==> src/rtl/divider_pkg.sv <==
// Shared types and constants for the signed divider output stage.
// Contents:
//   DIV_W, DIV_LATENCY, DIV_RES_DEPTH  - datapath width, pipeline depth, result buffer depth
//   DIV0_QUOTIENT                      - quotient reported for a zero divisor
//   div_result_t                       - one corrected result as held in the result FIFO
//   div_token_t                        - issue token travelling beside the divider pipeline
//   twos_neg()                         - modulo-2^W negation used for sign correction
package divider_pkg;

  localparam int DIV_W         = 8;
  localparam int DIV_LATENCY   = 9;
  localparam int DIV_RES_DEPTH = 4;

  localparam logic [DIV_W-1:0] DIV0_QUOTIENT = 8'hFF;

  typedef struct packed {
    logic [DIV_W-1:0] quotient;
    logic [DIV_W-1:0] remainder;
    logic             div0;
  } div_result_t;

  typedef struct packed {
    logic valid;
    logic div0;
  } div_token_t;

  // Two's complement negation; wraps modulo 2^W so -(-128) stays 8'h80.
  function automatic logic [DIV_W-1:0] twos_neg(input logic [DIV_W-1:0] v);
    return ~v + {{(DIV_W-1){1'b0}}, 1'b1};
  endfunction

endpackage

==> src/rtl/divider_result_module_if.sv <==
// Result channel of the divider output stage: show-ahead valid/ready handshake.
// Signals:
//   out_valid  - head of the result buffer holds a result
//   out_ready  - consumer accepts the head this cycle
//   quotient   - signed quotient of the head result
//   remainder  - signed remainder of the head result
//   div0       - head result came from a zero divisor
// Modports: master = producer (the output stage), slave = consumer.
interface divider_result_module_if #(
  parameter int W = 8
);

  logic         out_valid;
  logic         out_ready;
  logic [W-1:0] quotient;
  logic [W-1:0] remainder;
  logic         div0;

  modport master (
    output out_valid,
    output quotient,
    output remainder,
    output div0,
    input  out_ready
  );

  modport slave (
    input  out_valid,
    input  quotient,
    input  remainder,
    input  div0,
    output out_ready
  );

endinterface

==> src/rtl/divider_result_fifo.sv <==
// Show-ahead FIFO of corrected divider results.
// Ports:
//   clk, rst_n - clock and synchronous active-high reset
//   push       - write wr_data at the end of this cycle (ignored when full)
//   wr_data    - result to write
//   pop        - discard the head at the end of this cycle (ignored when empty)
//   head       - current head entry, valid whenever empty is low
//   full       - all DEPTH entries occupied
//   empty      - no entries held
// A push and a pop in the same cycle are both honoured.
module divider_result_fifo
  import divider_pkg::*;
#(
  parameter int DEPTH = DIV_RES_DEPTH
) (
  input  logic        clk,
  input  logic        rst_n,
  input  logic        push,
  input  div_result_t wr_data,
  input  logic        pop,
  output div_result_t head,
  output logic        full,
  output logic        empty
);

  localparam int AW = $clog2(DEPTH);

  div_result_t   mem_r [DEPTH];
  logic [AW-1:0] wr_ptr_r;
  logic [AW-1:0] rd_ptr_r;
  logic [AW:0]   count_r;
  logic          do_push_s;
  logic          do_pop_s;

  assign full      = (count_r == (AW+1)'(DEPTH));
  assign empty     = (count_r == '0);
  assign do_push_s = push & ~full;
  assign do_pop_s  = pop & ~empty;
  assign head      = mem_r[rd_ptr_r];

  // Storage, pointers and occupancy; pointers wrap naturally since DEPTH is a power of two.
  always_ff @(posedge clk) begin
    if (rst_n) begin
      for (int i = 0; i < DEPTH; i++) begin
        mem_r[i] <= '0;
      end
      wr_ptr_r <= '0;
      rd_ptr_r <= '0;
      count_r  <= '0;
    end else begin
      if (do_push_s) begin
        mem_r[wr_ptr_r] <= wr_data;
        wr_ptr_r        <= wr_ptr_r + AW'(1);
      end
      if (do_pop_s) begin
        rd_ptr_r <= rd_ptr_r + AW'(1);
      end
      case ({do_push_s, do_pop_s})
        2'b10:   count_r <= count_r + (AW+1)'(1);
        2'b01:   count_r <= count_r - (AW+1)'(1);
        default: count_r <= count_r;
      endcase
    end
  end

endmodule

==> src/rtl/divider_result_module.sv <==
// Output stage of the 8-bit pipelined signed divider.
// Carries an issue token beside the divider pipeline, sign-corrects the stage-8
// raw magnitudes, buffers results in a show-ahead FIFO and back-pressures the
// issuer with a credit counter so the non-stallable pipeline always finds room.
// Ports:
//   clk, rst_n     - clock and synchronous active-high reset
//   issue_valid    - operands presented to the divider this cycle
//   issue_div0     - divisor of this issue is zero
//   issue_ready    - an accepted issue is guaranteed a FIFO slot
//   q_raw, rem_raw - stage-8 quotient / remainder magnitudes
//   sign_in        - stage-8 sign tags {dividend negative, divisor negative}
//   res            - result handshake (out_valid/out_ready/quotient/remainder/div0)
//   overflow       - sticky: an issue was dropped or a result found the FIFO full
//   clr_overflow   - clears overflow (a simultaneous set wins)
module divider_result_module
  import divider_pkg::*;
#(
  parameter int W       = DIV_W,
  parameter int LATENCY = DIV_LATENCY,
  parameter int DEPTH   = DIV_RES_DEPTH
) (
  input  logic                            clk,
  input  logic                            rst_n,
  input  logic                            issue_valid,
  input  logic                            issue_div0,
  output logic                            issue_ready,
  input  logic [W-1:0]                    q_raw,
  input  logic [W-1:0]                    rem_raw,
  input  logic [1:0]                      sign_in,
  divider_result_module_if.master         res,
  output logic                            overflow,
  input  logic                            clr_overflow
);

  localparam int CW = $clog2(DEPTH + 1);

  div_token_t    tok_r [LATENCY];
  div_token_t    arrive_s;
  logic [CW-1:0] credits_r;
  logic          acc_s;
  logic          pop_s;
  logic          drop_s;
  logic          wr_full_s;
  logic          overflow_r;
  div_result_t   wr_data_s;
  div_result_t   head_s;
  logic          fifo_full_s;
  logic          fifo_empty_s;

  assign issue_ready = (credits_r < CW'(DEPTH));
  assign acc_s       = issue_valid & issue_ready;
  assign drop_s      = issue_valid & ~issue_ready;
  assign arrive_s    = tok_r[LATENCY-1];
  assign pop_s       = res.out_valid & res.out_ready;
  assign wr_full_s   = arrive_s.valid & fifo_full_s;
  assign overflow    = overflow_r;

  assign res.out_valid = ~fifo_empty_s;
  assign res.quotient  = head_s.quotient;
  assign res.remainder = head_s.remainder;
  assign res.div0      = head_s.div0;

  // Token shift register: the last tap lines up with stage-8 divider data.
  always_ff @(posedge clk) begin
    if (rst_n) begin
      for (int i = 0; i < LATENCY; i++) begin
        tok_r[i] <= '0;
      end
    end else begin
      tok_r[0] <= '{valid: acc_s, div0: issue_div0 & acc_s};
      for (int i = 1; i < LATENCY; i++) begin
        tok_r[i] <= tok_r[i-1];
      end
    end
  end

  // Sign correction: quotient negative when signs differ, remainder follows the dividend.
  always_comb begin
    wr_data_s = '0;
    if (arrive_s.div0) begin
      wr_data_s.quotient  = DIV0_QUOTIENT;
      wr_data_s.remainder = {W{1'b0}};
      wr_data_s.div0      = 1'b1;
    end else begin
      wr_data_s.quotient  = (sign_in[1] ^ sign_in[0]) ? twos_neg(q_raw) : q_raw;
      wr_data_s.remainder = sign_in[1] ? twos_neg(rem_raw) : rem_raw;
      wr_data_s.div0      = 1'b0;
    end
  end

  // Credits count buffered plus in-flight results; accept and pop together cancel.
  always_ff @(posedge clk) begin
    if (rst_n) begin
      credits_r <= '0;
    end else begin
      case ({acc_s, pop_s})
        2'b10:   credits_r <= credits_r + CW'(1);
        2'b01:   credits_r <= credits_r - CW'(1);
        default: credits_r <= credits_r;
      endcase
    end
  end

  // Sticky error flag; a new error in the clearing cycle keeps it set.
  always_ff @(posedge clk) begin
    if (rst_n) begin
      overflow_r <= 1'b0;
    end else if (drop_s | wr_full_s) begin
      overflow_r <= 1'b1;
    end else if (clr_overflow) begin
      overflow_r <= 1'b0;
    end else begin
      overflow_r <= overflow_r;
    end
  end

  divider_result_fifo #(
    .DEPTH (DEPTH)
  ) u_fifo (
    .clk     (clk),
    .rst_n   (rst_n),
    .push    (arrive_s.valid),
    .wr_data (wr_data_s),
    .pop     (pop_s),
    .head    (head_s),
    .full    (fifo_full_s),
    .empty   (fifo_empty_s)
  );

endmodule

==> src/flat_wrapper.sv <==
// flat-port wrapper written by rule: the top's interface ports become plain ports
module divider_result_module_flat import divider_pkg::*;
#(
  parameter int W       = DIV_W,
  parameter int LATENCY = DIV_LATENCY,
  parameter int DEPTH   = DIV_RES_DEPTH
)
  (clk, rst_n, issue_valid, issue_div0, issue_ready, q_raw, rem_raw, sign_in, overflow, clr_overflow, res_out_valid, res_quotient, res_remainder, res_div0, res_out_ready);
  divider_result_module_if #(.W(W)) res_i ();
  input  logic clk;
  input  logic rst_n;
  input  logic issue_valid;
  input  logic issue_div0;
  output logic issue_ready;
  input  logic [W-1:0] q_raw;
  input  logic [W-1:0] rem_raw;
  input  logic [1:0] sign_in;
  output logic overflow;
  input  logic clr_overflow;
  output wire logic [$bits(res_i.out_valid)-1:0] res_out_valid;
  output wire logic [$bits(res_i.quotient)-1:0] res_quotient;
  output wire logic [$bits(res_i.remainder)-1:0] res_remainder;
  output wire logic [$bits(res_i.div0)-1:0] res_div0;
  input wire logic [$bits(res_i.out_ready)-1:0] res_out_ready;
  assign res_out_valid = res_i.out_valid;
  assign res_quotient = res_i.quotient;
  assign res_remainder = res_i.remainder;
  assign res_div0 = res_i.div0;
  assign res_i.out_ready = res_out_ready;
  divider_result_module #(.W(W), .LATENCY(LATENCY), .DEPTH(DEPTH)) u_core (.clk(clk), .rst_n(rst_n), .issue_valid(issue_valid), .issue_div0(issue_div0), .issue_ready(issue_ready), .q_raw(q_raw), .rem_raw(rem_raw), .sign_in(sign_in), .res(res_i), .overflow(overflow), .clr_overflow(clr_overflow));
endmodule
==> config.mk <==
export PLATFORM = sky130hd
export DESIGN_NAME = divider_result_module_flat
export DESIGN_NICKNAME = d
export VERILOG_FILES = /design/src/rtl/divider_pkg.sv /design/src/rtl/divider_result_module_if.sv /design/src/rtl/divider_result_fifo.sv /design/src/rtl/divider_result_module.sv /design/src/flat_wrapper.sv
export SDC_FILE = /design/constraint.sdc
export NUM_CORES = 1
export LEC_CHECK = 0
export CAP_MARGIN = 20
export CELL_PAD_IN_SITES_DETAIL_PLACEMENT = 1
export CELL_PAD_IN_SITES_GLOBAL_PLACEMENT = 1
export CORE_MARGIN = 5
export CORE_UTILIZATION = 46
export DETAILED_ROUTE_END_ITERATION = 12
export PLACE_DENSITY = 0.8
export SLEW_MARGIN = 25
export SYNTH_ARGS = -nofsm -noshare
export SYNTH_HDL_FRONTEND = slang
export SYNTH_SLANG_ARGS = --single-unit
==> constraint.sdc <==
create_clock -name clk -period 2.9 [get_ports clk]
set_input_delay 0.58 -clock clk [delete_from_list [all_inputs] [get_ports clk]]
set_output_delay 0.58 -clock clk [all_outputs]
set_load 0.01 [all_outputs]
==> impl_metrics.toml, run 1 <==
[placed_design]
gp_congestion = 0.809
dp.cells = 515
hpwl_um = 7060
placement.io_buffers = 43

[sta]
fin_crit_sh_pct = 93.7
worstMarginPinSlew_ns = 0.937
post-route-min-period_ns = 2.72
relSlewSlack_pct = 37.4
setup_tns_ns = 0
drv_slew = 0
finClkSkew_ns = 0.0117
fmax_mhz = 368
final-hold-violation-count = 0
whs_ns = 0.449
rsz0062_at_grt = "false"
setup_viol = 0

[floorplan]
boundaryPins = 44
die_h_um = 108
fp-row-count = 35
core-area_um2 = 9280
die_area_um2 = 11600
dieWidth_um = 108
initial_core_util_pct = 47.4

[critical_path]
cp_cell_sequence = "buf_4 -> mux4_2 -> clkdlybuf4s50_1"
crit_buf_inv = 2
criticalPathCategory = "flip-flop to output port"
required_ns = 2.32
cp_top_family = "buffers and inverters"
critPathArrivalTime_ns = 2.14
worstPathMaxFanout = 17
end_kind = "output port"
slowest_stage = "mux4_2"
cp-start-kind = "flip-flop"
max_stage_delay_ns = 0.58

[clock_tree]
htree_levels = 3
numCtsBuffers = 9
insertion_delay_ns = 0.37
cts_tree = "yes"
postCtsSetupBuffers = 0
cts.sinks = 99
clockBufferDepth = 2
cts_hold_buffers = 0
clockRootBuffer = "clkbuf_8"
cts.clk_slew.worst_paths_ns = 0.10
cts_resized = 0

[detailed_routing]
routed_wl_um = 10100
vias = 2855
detail_route.vias_per_cell = 5.38
final_antenna_net_count = 0
drtPass1Iterations = 4
drcViolationCount = 0
drt_iter0_markers = 117
wl_per_cell_um = 18.9

[final_layout]
register_area_um2 = 2660
final-instance-count-excl-fill = 531
fin_util_pct = 56.1
drive_gt1_share_pct = 14.9
area_delta_synth_final_pct = 18.2
nets = 427
fillers = 972
multi_input_area_um2 = 1570
most-common-layout-cells = "68 x edfxtp_1, 63 x nor2_1, 43 x clkdlybuf4s50_1"
mostFrequentLayoutCell = "edfxtp_1"
diodes = 0

[synthesis]
synthAdderAreaFrac_pct = 2.05
syn_avg_cell_area_um2 = 12.7
synth_top_family_by_area = "simple AND/OR/NAND/NOR gates"
synth_flop_cell = "edfxtp_1"
synth_edf_count = 68
yosysTopAreaCellShare_pct = 46.4
yosysWarnings = 0
synth_compound_area_share_pct = 4.41
yosys-top-cells-area = "edfxtp_1 46%, dfxtp_1 14%, mux4_2 8.7%"
ys_ff_latch = 99
synth_nets = 377
synth_largest_area_cell = "edfxtp_1"
synth-simple-area-share_pct = 17.2
async_reset_ff_share_pct = 0
synth_xor_area_share_pct = 2.98
netlist_area_um2 = 4400
synth_cell_type_count = 44
syn_inst = 347
yosysSeqAreaShare_pct = 60.5
synthMuxAreaShare_pct = 8.93

[global_routing]
grt_start_max_net_pins = 34
track_usage_pct = 18.9
grt_first_pass_wirelength_um = 16500
grt_pass1_vias = 3176
grt_overflow = 0
antenna_found_initial = 0

[power_and_ir_drop]
clkPwrFrac_pct = 32.1
p_int_w = 0.00197
finalPower_w = 0.00262
comb_power_share_pct = 8.6
swShare_pct = 24.7
p_leak_nw = 1.86
power.switching_w = 0.000646
irDropWorstVdd_v = 0.000260
pwr-share-seq_pct = 59.3
power_per_cell_area_nw_per_um2 = 503

[outcome]
status = "finished, final reports clean"

[run]
drv_cap = 0

[min_path]
hp-class = "flip-flop to flip-flop"
==> synth_stat cells, types with 6 or more instances <==
library cell	number
or3_1	9
mux4_2	17
edfxtp_1	68
inv_1	21
buf_2	6
nor3_1	26
clkbuf_1	6
dfxtp_1	31
nand2b_1	6
xor2_1	12
nor2_1	63
nor2b_1	17
nand2_1	8
==> power by group through the flow <==
stage	sequential (W)	clock [W]	combinational (W)
floorplan	0.00158	0	0.000115
global placement	0.00158	0	0.000221
detailed placement	0.00159	0	0.000227
CTS	0.00155	0.000864	0.000228
global route	0.00156	0.000922	0.000248
finish	0.00155	0.000839	0.000225
==> final timing paths <==
path / from / slack [ns] / endpoint / cells after the start
min: u_core.tok_r[0][3] / 0.45 / u_core.tok_r[0][5] / 1
min reg2reg: u_core.tok_r[0][3] / 0.45 / u_core.tok_r[0][5] / 1
max: flip-flop / 0.18 / res_remainder[1] / 3
max reg2reg: u_core.u_fifo.count_r[2] / 0.63 / u_core.u_fifo.count_r[2] / 8
==> state kept, by name, summed over array words and instances, names as in the netlist, named ones only <==
name	flops
u_core.u_fifo.mem_r	68
u_core.u_fifo.count_r	3
u_core.tok_r	18
u_core.u_fifo.wr_ptr_r	2
u_core.overflow	1
u_core.u_fifo.rd_ptr_r	2
u_core.credits_r	3
==> final cells by class <==
type	count	share of cell area [%]
Timing Repair Buffer	56	10.6
Inverter	21	1.51
Sequential cell	99	51.2
Clock inverter	7	1.13
Tap cell	129	3.10
Clock buffer	9	2.38
Multi-Input combinational cell	210	30.1
==> per-stage QoR <==
stage / cell area (um^2) / setup slack [ns]
finish: 5200 / 0.183
global route: 5200 / 0.0897
CTS: 5200 / 0.136
detailed placement: 5020 / 0.117
global placement: 5020 / 0.218
floorplan: 4400 / 0.782
==> per-layer routing <==
| layer | track usage (%) | share of wire, % | wire [um] |
|---|---|---|---|
| met5 | 0 | 0 | 0 |
| met4 | 8.57 | 2.2 | 217 |
| met3 | 3.84 | 5.4 | 541 |
| met2 | 32.5 | 53 | 5310 |
| met1 | 22.9 | 40 | 3990 |
==> logic make-up (layout without fill, tap and decap cells) <==
family	after synthesis	count (layout)
simple gates	147	147
buf+inv	38	93
flops	99	99
xor+xnor	15	15
mux	18	18
fa+ha+maj	6	6
compound gates	24	24
(Power assumes the default switching activity.)
==> run 2, diff against run 1 <==
CTS_CLUSTER_DIAMETER = 80   (was unset)
SKIP_LAST_GASP = 1   (was unset)
==> results of run 2 <==
Final layout, timing and power as in run 1 (identical DEF).
==> run 3, diff against run 2 <==
CELL_PAD_IN_SITES_DETAIL_PLACEMENT = unset   (was 1)
CELL_PAD_IN_SITES_GLOBAL_PLACEMENT = unset   (was 1)
CORE_UTILIZATION = 57   (was 46)
PLACE_DENSITY = 0.81   (was 0.8)
==> run 3 against run 2 <==
Critical endpoint unchanged. Die area decreased by 18%. Maximum frequency grew 1.1%. Hold slack got worse by 0.00057 ns.
==> impl_metrics.toml, run 3 (synthesis results as in run 1) <==
[clock_tree]
clockBufferDepth = 2
insertion_delay_ns = 0.36
numCtsBuffers = 9
cts_hold_buffers = 0
cts.sinks = 99
postCtsSetupBuffers = 0
cts.clk_slew.worst_paths_ns = 0.09
cts_tree = "yes"
htree_levels = 3
clockRootBuffer = "clkbuf_8"
cts_resized = 0

[final_layout]
most-common-layout-cells = "68 x edfxtp_1, 63 x nor2_1, 43 x clkdlybuf4s50_1"
regMostFlops = "u_core.u_fifo.mem_r"
nets = 423
drive_gt1_share_pct = 13.8
area_delta_synth_final_pct = 16.1
mostFrequentLayoutCell = "edfxtp_1"
diodes = 0
largest_reg_flops = 68
top_regs = "u_core.u_fifo.mem_r (68), u_core.tok_r (18)"

[sta]
rsz0062_at_grt = "false"
worstMarginPinSlew_ns = 0.899
finClkSkew_ns = 0.0117
relSlewSlack_pct = 40.0
setup_tns_ns = 0
fin_ws_ns = 0.213
setup_viol = 0
fmax_mhz = 372
final-hold-violation-count = 0
fin_crit_sh_pct = 92.7
drv_slew = 0
post-route-min-period_ns = 2.69

[global_routing]
grt_start_max_net_pins = 34
grt_first_pass_wirelength_um = 14300
grt_pass1_vias = 2959
antenna_found_initial = 0
grt_overflow = 0
track_usage_pct = 19.3

[min_path]
hp-class = "flip-flop to flip-flop"
worstHoldStart = "u_core.tok_r[0][0]"

[floorplan]
die_area_um2 = 9580
die_h_um = 97.9
core-area_um2 = 7610
dieWidth_um = 97.9
initial_core_util_pct = 57.9
fp-row-count = 32
boundaryPins = 44

[critical_path]
cp_cell_sequence = "buf_4 -> mux4_2 -> clkdlybuf4s50_1"
end_kind = "output port"
required_ns = 2.32
slowest_stage = "mux4_2"
max_stage_delay_ns = 0.60
critPathArrivalTime_ns = 2.11
worstPathMaxFanout = 17
rr_startpoint = "u_core.u_fifo.count_r[2]"
criticalPathCategory = "flip-flop to output port"
cp-start-kind = "flip-flop"

[detailed_routing]
drtPass1Iterations = 4
wl_per_cell_um = 17.2
drt_iter0_markers = 156
final_antenna_net_count = 0
detail_route.vias_per_cell = 5.64
drcViolationCount = 0
routed_wl_um = 8590
vias = 2820

[power_and_ir_drop]
p_leak_nw = 1.84
power_per_cell_area_nw_per_um2 = 497
irDropWorstVdd_v = 0.000287

[run]
drv_cap = 0

[outcome]
status = "finished, final reports clean"

[placed_design]
dp_slack_ns = 0.120
hpwl_um = 5900
gp_congestion = 0.831
placement.io_buffers = 43
run 3: cell types whose count changed in the layout (fill, tap and decap cells not counted), sizes merged:
cell / before / now
inv: 25 / 23
clkinvlp: 2 / 1
buf: 13 / 9
clkinv: 1 / 3
clkbuf: 9 / 10
run 3: critical path, delay by kind of cell, from the launching register on:
| family | cells | cell delay [ns] |
|---|---|---|
| flops | 1 | 0.32 |
| mux | 1 | 0.60 |
| buf+inv | 2 | 0.83 |
run 3: cell type report:
type	instances	area [um^2]
clock buffer	10	128
fill	573	2500
clock inverter	6	40.0
tap	102	128
inverter	21	78.8
timing repair buffer	52	498
multi-input combinational	210	1570
sequential	99	2660
run 3: final timing paths:
kind	to	slack (ns)	depth (start not counted)
max	res_remainder[1]	0.21	3
min	u_core.tok_r[0][2]	0.45	1
max reg2reg	u_core.u_fifo.count_r[2]	0.63	8
min reg2reg	u_core.tok_r[0][2]	0.45	1
run 3: power breakdown:
| part | switching (W) | internal, W |
|---|---|---|
| registers | 0.0000117 | 0.00154 |
| clock network | 0.000462 | 0.000313 |
| logic | 0.000116 | 0.0000957 |
| total | 0.000590 | 0.00195 |
run 3: per-layer routing:
| metal | share of wire [%] | wire [um] | track usage (%) | up-vias |
|---|---|---|---|---|
| li1 | - | - | - | 1330 |
| met1 | 40 | 3440 | 24.0 | 1379 |
| met2 | 52 | 4440 | 32.4 | 97 |
| met3 | 6.6 | 570 | 4.79 | 14 |
| met4 | 1.6 | 137 | 7.67 | 0 |
| met5 | 0 | 0 | 0 | - |
run 3: metrics by stage:
stage               cells  hold WS (ns)  cell area (um^2)  total power, W  util (%)
finish                500         0.449              5110         0.00254      67.2
global route          500         0.466              5110         0.00264      67.2
CTS                   500         0.449              5100         0.00256      67.1
detailed placement    484         0.428              4930         0.00180      64.9
global placement      484         0.418              4930         0.00179      64.9
floorplan             347         0.414              4400         0.00170         -
